[src/rtl/dll_pkg.sv]
// dll_pkg: shared DLLP encodings, FSM state codes and sequence arithmetic for the data-link layer
package dll_pkg;
  localparam logic [1:0] DLLP_NONE = 2'b00;
  localparam logic [1:0] DLLP_ACK = 2'b01;
  localparam logic [1:0] DLLP_NAK = 2'b10;
  localparam logic [1:0] ST_IDLE = 2'd0;
  localparam logic [1:0] ST_SEND_ACK = 2'd1;
  localparam logic [1:0] ST_SEND_NAK = 2'd2;
  typedef enum logic [1:0] {
    IDLE = ST_IDLE,
    SEND_ACK = ST_SEND_ACK,
    SEND_NAK = ST_SEND_NAK
  } state_t;
  // callers truncate the result to their sequence width to get the modulo distance
  function automatic logic [31:0] seq_dist(input logic [31:0] a, input logic [31:0] b);
    return a - b;
  endfunction
endpackage

[src/rtl/ack_lat_timer.sv]
// ack_lat_timer: ACK coalescing counter that saturates at ACK_LAT-1 and flags expiry
module ack_lat_timer #(
  parameter int ACK_LAT = 8
) (
  input  logic clk,
  input  logic reset_n,
  input  logic i_clear,
  input  logic i_enable,
  output logic o_expire
);
  localparam int W = $clog2(ACK_LAT) + 1;
  logic [W-1:0] r_cnt;
  assign o_expire = r_cnt == W'(ACK_LAT - 1);
  always_ff @(posedge clk or posedge reset_n) begin
    if (reset_n) r_cnt <= '0;
    else if (i_clear) r_cnt <= '0;
    else if (i_enable && !o_expire) r_cnt <= r_cnt + 1'b1;
  end
endmodule

[src/rtl/ack_nak_gen.sv]
// ack_nak_gen: receive-side TLP sequence/LCRC checker that schedules ACK/NAK DLLPs
module ack_nak_gen
  import dll_pkg::*;
#(
  parameter int SEQ_W = 12,
  parameter int ACK_LAT = 8
) (
  input  logic             clk,
  input  logic             reset_n,
  input  logic             i_tlp_valid,
  input  logic [SEQ_W-1:0] i_tlp_seq,
  input  logic             i_lcrc_ok,
  output logic             o_fwd_accept,
  output logic             o_dllp_valid,
  input  logic             i_dllp_rdy,
  output logic [1:0]       o_dllp_type,
  output logic [SEQ_W-1:0] o_dllp_seq,
  output logic [SEQ_W-1:0] o_next_rcv_seq,
  output logic             o_nak_scheduled
);
  localparam logic [SEQ_W-1:0] HALF = {1'b1, {(SEQ_W-1){1'b0}}};
  state_t r_state, w_state_nxt;
  logic [SEQ_W-1:0] r_next, r_dllp_seq, w_d;
  logic r_fwd, r_nak_sched, r_nak_req, r_ack_pend, r_ack_force;
  logic w_good, w_dup, w_bad, w_expire, w_force, w_go_ack, w_go_nak;
  assign w_d = SEQ_W'(seq_dist(32'(r_next), 32'(i_tlp_seq)));
  assign w_good = i_tlp_valid && i_lcrc_ok && w_d == '0;
  assign w_dup = i_tlp_valid && i_lcrc_ok && w_d != '0 && w_d <= HALF;
  assign w_bad = i_tlp_valid && !w_good && !w_dup;
  assign w_force = r_ack_force || (r_ack_pend && w_expire);
  ack_lat_timer #(.ACK_LAT(ACK_LAT)) u_timer (
    .clk      (clk),
    .reset_n  (reset_n),
    .i_clear  (!r_ack_pend || w_go_ack),
    .i_enable (r_ack_pend && r_state == IDLE),
    .o_expire (w_expire)
  );
  always_ff @(posedge clk or posedge reset_n) begin
    if (reset_n) r_state <= IDLE;
    else r_state <= w_state_nxt;
  end
  always_comb begin
    w_state_nxt = r_state;
    w_go_nak = 1'b0;
    w_go_ack = 1'b0;
    if (r_state == IDLE) begin
      w_go_nak = r_nak_req;
      w_go_ack = !r_nak_req && w_force;
      w_state_nxt = r_nak_req ? SEND_NAK : w_force ? SEND_ACK : IDLE;
    end else if (i_dllp_rdy) begin
      w_state_nxt = IDLE;
    end
  end
  // a new TLP's flags win over the clear done on state entry in the same cycle
  always_ff @(posedge clk or posedge reset_n) begin
    if (reset_n) begin
      r_fwd <= 1'b0;
      r_next <= '0;
      r_dllp_seq <= '1;
      r_nak_req <= 1'b0;
      r_nak_sched <= 1'b0;
      r_ack_pend <= 1'b0;
      r_ack_force <= 1'b0;
    end else begin
      r_fwd <= w_good;
      if (w_good) r_next <= r_next + 1'b1;
      if (w_go_ack || w_go_nak) r_dllp_seq <= r_next - 1'b1;
      r_nak_req <= (r_nak_req && !w_go_nak) || (w_bad && !r_nak_sched && r_state != SEND_NAK);
      r_ack_force <= (r_ack_force && !w_go_ack && !w_go_nak) || w_dup;
      r_ack_pend <= (r_ack_pend && !w_go_ack) || w_good;
      r_nak_sched <= !w_good && (r_nak_sched || (r_state == SEND_NAK && i_dllp_rdy));
    end
  end
  assign o_fwd_accept = r_fwd;
  assign o_dllp_valid = r_state != IDLE;
  assign o_dllp_type = r_state == SEND_ACK ? DLLP_ACK : r_state == SEND_NAK ? DLLP_NAK : DLLP_NONE;
  assign o_dllp_seq = r_dllp_seq;
  assign o_next_rcv_seq = r_next;
  assign o_nak_scheduled = r_nak_sched;
endmodule

[config.mk]
export PLATFORM = sky130hd
export DESIGN_NAME = ack_nak_gen
export DESIGN_NICKNAME = d
export VERILOG_FILES = /design/src/rtl/dll_pkg.sv /design/src/rtl/ack_lat_timer.sv /design/src/rtl/ack_nak_gen.sv
export SDC_FILE = /design/constraint.sdc
export NUM_CORES = 1
export LEC_CHECK = 0
export CAP_MARGIN = 15
export CORE_ASPECT_RATIO = 0.5
export CORE_MARGIN = 2
export CORE_UTILIZATION = 57
export CTS_BUF_LIST = sky130_fd_sc_hd__clkbuf_8
export CTS_CLUSTER_DIAMETER = 120
export DETAILED_ROUTE_END_ITERATION = 7
export PLACE_DENSITY = 0.88
export SETUP_SLACK_MARGIN = 0.2
export SLEW_MARGIN = 0
export SYNTH_ARGS = -nofsm -noshare
export SYNTH_HDL_FRONTEND = slang
export SYNTH_SLANG_ARGS = --single-unit
[constraint.sdc]
create_clock -name clk -period 8.9 [get_ports clk]
set_input_delay 1.78 -clock clk [delete_from_list [all_inputs] [get_ports clk]]
set_output_delay 1.78 -clock clk [all_outputs]
set_load 0.02 [all_outputs]
### Word level (Yosys, flattened, before mapping)

Cells that the tools add are included.

* ROM bits: 0
* input port bits: 17
* register bits after elaboration: 35
* word-level logic and storage cells: 67
* output and inout bits: 29
* latch bits: 0
* memories: 0
* RAM bits: 0

* divide/modulo/power cells: 0
* add/sub/neg operators: 4
* $lt $le $gt $ge: 1
* bitwise logic cells: 0
* equal/unequal tests: 4
* $mul: 0
* shift-type cells: 0
* muxes and demuxes: 10
* reduce and logical (&&, ||, !) cells: 39

Operators by type and width (number)
* $logic_and 1x1->1: 18
* $add 12x1->12 const B: 1
* $le 12x12->1 const B: 1
* $logic_not 12->1: 1
* $reduce_bool 12->1: 1
* $sub 12x1->12 const B: 1
* $sub 12x12->12: 1
* $mux 2: 5
* $logic_not 1->1: 8
* $mux 4: 2
* $logic_or 1x1->1: 7
* $reduce_bool 2->1: 3
* $add 4x1->4 const B: 1
* $eq 4x3->1 const B: 1
* $mux 1: 3
* $eq 2x1->1 const B: 1
* $eq 2x2->1 const B: 1
* $logic_not 2->1: 1
* $ne 2x2->1 const B: 1

### Depth between registers and ports, before layout

* depth in word-level cells: 9
* gate-level depth with buffers: 11
* mapped depth without buffers: 10

### Hierarchy

A second synthesis with hierarchy kept.

* cell total of the unflattened synthesis: 259
* area, all modules: 2314.7 um2

Modules (own cells, without submodules)
* ack_nak_gen: area an instance 2099.5 um2, times used 1, cells each 238
* ack_lat_timer: area an instance 215.2 um2, times used 1, cells each 21

### Worst setup path before layout

OpenSTA, ideal clock, no wires.

* path type: input -> register
* start: input i_tlp_seq[3]
* end: register r_next[1], in the netlist o_next_rcv_seq[1]
* arrival: 4.134 ns
* path buffers: 0
* setup time: 0.128 ns
* slack: 4.638 ns
* stages on the path: 10
* path through: inv_1 > ha_1 > a21o_1 > nor2_1 > a211oi_1 > or3_1 > a211o_1 > a2111oi_4 > nand4_2 > mux2_1

* cells in the longest elaborated chain, start to end: 3

RTL lines
* start, declared: line ack_nak_gen.sv:11 `input logic [SEQ_W-1:0] i_tlp_seq,`
* $sub 12x12->12: line dll_pkg.sv:16 `return a - b;`
* $logic_not 12->1: line ack_nak_gen.sv:27 `assign w_good = i_tlp_valid && i_lcrc_ok && w_d == '0;`
* $logic_and 1x1->1: line ack_nak_gen.sv:27
* end signal, assigned: line ack_nak_gen.sv:66 `if (w_good) r_next <= r_next + 1'b1;`
* end, declared: line ack_nak_gen.sv:23 `logic [SEQ_W-1:0] r_next, r_dllp_seq, w_d;`

Every way passes these cells.
A chain may end at the register's enable or synchronous reset.

### Worst setup path in the final report

* start: input i_tlp_seq[1]
* end: register r_next[1], in the netlist o_next_rcv_seq[1]

The elaborated chain is that of the path after synthesis.

==> impl_metrics.ini <==
[setup_path]
crit_path_max_fanout = 14
cp_data_required_time_ns = 9.07
timing.critical_path.from_type = input pin
crit_arrival_ns = 5.09
timing_worst_setup_path_type = input pin to register
worst-r2r-setup-slack_ns = 5.42
regToRegEndpoint = o_next_rcv_seq[1]
setup.worst_path.end_class = register
critical_path.reg2reg.startpoint = o_next_rcv_seq[0]
number_of_cell_instances_on_the_worst_register_to_register_path = 10

[synthesis]
synthMostInstantiatedCell = dfrtp_1
synth-seq-cells = 35
syn-mean-instance-area_sq_um = 9.42
yosys_synthesis_warning_count = 0
synth.cell_area_sq_um = 2140
synth_cells = 227
synth.largest_area_cell = dfrtp_1
syn_nets = 258
synth_enable_flop_cells = 0
async_reset_ff_frac = 1.00
synth_ff_type = dfrtp_1
synthTopCellsByArea = dfrtp_1 (27%), dfstp_2 (15%), ha_1 (8.2%)
synth_sequential_area_ratio = 0.417
synthDistinctLibCells = 41
synth_top_cells_by_count = dfrtp_1 (23), xnor2_1 (20), nand2_1 (19)
synth_top_cell_area_share = 0.269

[sta]
drv_slew = 0
final_period_minus_worst_setup_slack_ns = 4.92
fin_worst_skew_ns = 0.00463
rsz0062_at_grt = no
final_number_of_setup_violating_endpoints = 0
measured_slew_at_the_worst_slew_check_pin_ns = 1.10
max_freq_mhz = 203
totalNegativeSetupSlack_ns = 0
final_hold_viol_count = 0
timing.max_slew.rel_slack = 0.263
final.period_utilization = 0.553

[grt]
number_of_antenna_violations_at_the_first_check_in_global_routing = 0
grt-ovfl-total = 0
pin_count_of_the_biggest_net_entering_global_routing = 36
grt_first_pass_wirelength_mm = 8.51
vias_in_the_first_global_route = 1751
globalRouteMet2Util = 0.443
gr-usage-all-layers = 0.262
grt_util_met1 = 0.339
global_route.usage.met3 = 0.0754
globalRoute.busiestLayer = met2

[die]
width_of_the_die_um = 90.6
start_util = 0.609
placement_rows = 15
floorplan.core_area_sq_um = 3510
io_pins = 46
dieHeight_um = 47.3
die_area_sq_um = 4290

[clocking]
cts_made_buffers = 5
clock_path_buffers = 2
clock_tree.htree_level_count = 2
cts_setup_buffers = 0
number_of_buffers_inserted_by_hold_repair_at_cts = 0
cts.clk_slew.worst_paths_ns = 0.07
clkLatencyLatePin_ns = 0.29
clock_tree_from_tritoncts = built
post_cts.resized_instances = 0
cts.sink_count = 35
clock_tree.root_cell = clkbuf_8

[pwr]
peak_supply_drop_mv = 0.0848
total_power_mw = 0.592
power.leakage_nw = 1.30
powerDensity_nw_per_um2 = 216

[finish]
number_of_nets_in_the_layout = 306
post_route_cells_drive_above_1_share = 0.0906
layout.cells.non_filler = 327
syn2layout_area_growth_pct = 28.2
antennaDiodeCount = 0
postLayoutCellArea_sq_um = 2740

[place]
gpl.final_weighted_congestion = 0.876
numPortBuffers = 45
place_area_sq_um = 2640
dp.final_hpwl_mm = 3.75
dpl.cell_count = 319

[flow_run]
maxCapViolCount = 0

[min_path]
worst_hold_path_endpoint = o_dllp_seq[11]
hold_start = o_dllp_seq[11]
hold-path-cell-count = 2
min_path_type = register to register

[drt]
routed_wl_mm = 5.20
drc = 0
detailedRoute.firstIterationViolations = 93
viasPerCell = 5.73
route.vias.total = 1873
post_drt_wl_per_cell_um = 15.9
dr.pass1.iters = 4
postRouteAntennaNets = 0

[run_status]
outcome = finished, final reports clean
[routing by layer]
layer  up-vias  wire length (um)  share of wire
met4         0                55          0.011
li1        902                 -              -
met1       908              2300           0.44
met5         -                 0              0
met2        58              2500           0.48
met3         5               344          0.066
[state kept, by name, summed over array words and instances, names as in the netlist]
| signal | cells |
|---|---|
| o_next_rcv_seq | 12 |
| r_ack_force | 1 |
| u_timer.r_cnt | 4 |
| o_nak_scheduled | 1 |
| o_dllp_seq | 12 |
| o_fwd_accept | 1 |
| r_ack_pend | 1 |
| r_nak_req | 1 |
| r_state | 2 |
[layout by cell type, fill, tap and decap left out, drive strengths merged, types with 2 or more instances in the layout]
cell type / netlist / final
nor3: 5 / 5
a211o: 2 / 2
dfstp: 12 / 12
ha: 14 / 14
nand4: 7 / 7
nand3: 6 / 6
xnor2: 20 / 20
a21o: 4 / 4
o21ai: 18 / 18
a21oi: 11 / 11
o22ai: 3 / 3
and3: 8 / 8
nor2: 16 / 16
nor4: 3 / 3
inv: 18 / 19
a211oi: 2 / 2
clkbuf: 5 / 7
a2111oi: 2 / 2
nand2: 19 / 19
clkdlybuf4s50: 0 / 45
xor2: 8 / 8
or3: 4 / 4
dfrtp: 23 / 23
[worst max-delay path, cell delays in order]
cell,delay [ns]
clkdlybuf4s50_1,0.46
inv_1,0.04
ha_1,0.30
nor2b_1,0.18
o211ai_2,0.12
a211oi_1,0.32
a311o_1,0.26
a21oi_1,0.09
xnor2_1,0.85
nand4_2,0.29
mux2_1,0.39
[worst max path at each step]
stage,start,endpoint
after CTS,i_tlp_seq[1],o_next_rcv_seq[1]
final,i_tlp_seq[1],o_next_rcv_seq[1]
after global placement,i_tlp_seq[1],o_next_rcv_seq[1]
after detailed placement,i_tlp_seq[1],o_next_rcv_seq[1]
after floorplan,i_tlp_seq[3],o_next_rcv_seq[1]
after global routing,i_tlp_seq[1],o_next_rcv_seq[1]
[power by group]
group          switching, mW  total [mW]  leakage (nW)  internal (mW)
Combinational          0.127       0.226         0.808         0.0989
Clock                 0.0561       0.125        0.0557         0.0694
Sequential            0.0232       0.240         0.441          0.217
Total                  0.206       0.592          1.30          0.385
[stage by stage]
step	util	worst slack [ns]	hold slack (ns)
floorplan	-	4.64	0.457
finish	0.781	3.98	0.473
global placement	0.753	3.97	0.465
global route	0.781	3.69	0.503
detailed placement	0.753	3.83	0.469
CTS	0.781	4.03	0.478
[final cells by class]
class,instances,area (sq um)
clock inverters,1,3.75
repair buffers,46,458
inverters,18,67.6
fillers,253,768
multi-input cells,169,1160
flip-flops and latches,35,891
well taps,51,63.8
clock buffers,7,96.3
[cell families (layout without fill, tap and decap cells)]
family                     Yosys count  count (layout)  share of synthesized area
buffers and inverters               23              72                     0.0404
adders and majority gates           14              14                     0.0819
xor gates and xnor gates            28              28                      0.115
AOI/OAI and AO/OA                   48              48                      0.152
and+or+nand+nor                     77              77                      0.185
muxes                                2               2                    0.00995
DFF                                 35              35                      0.417
Power figures use the tool's default switching activity.
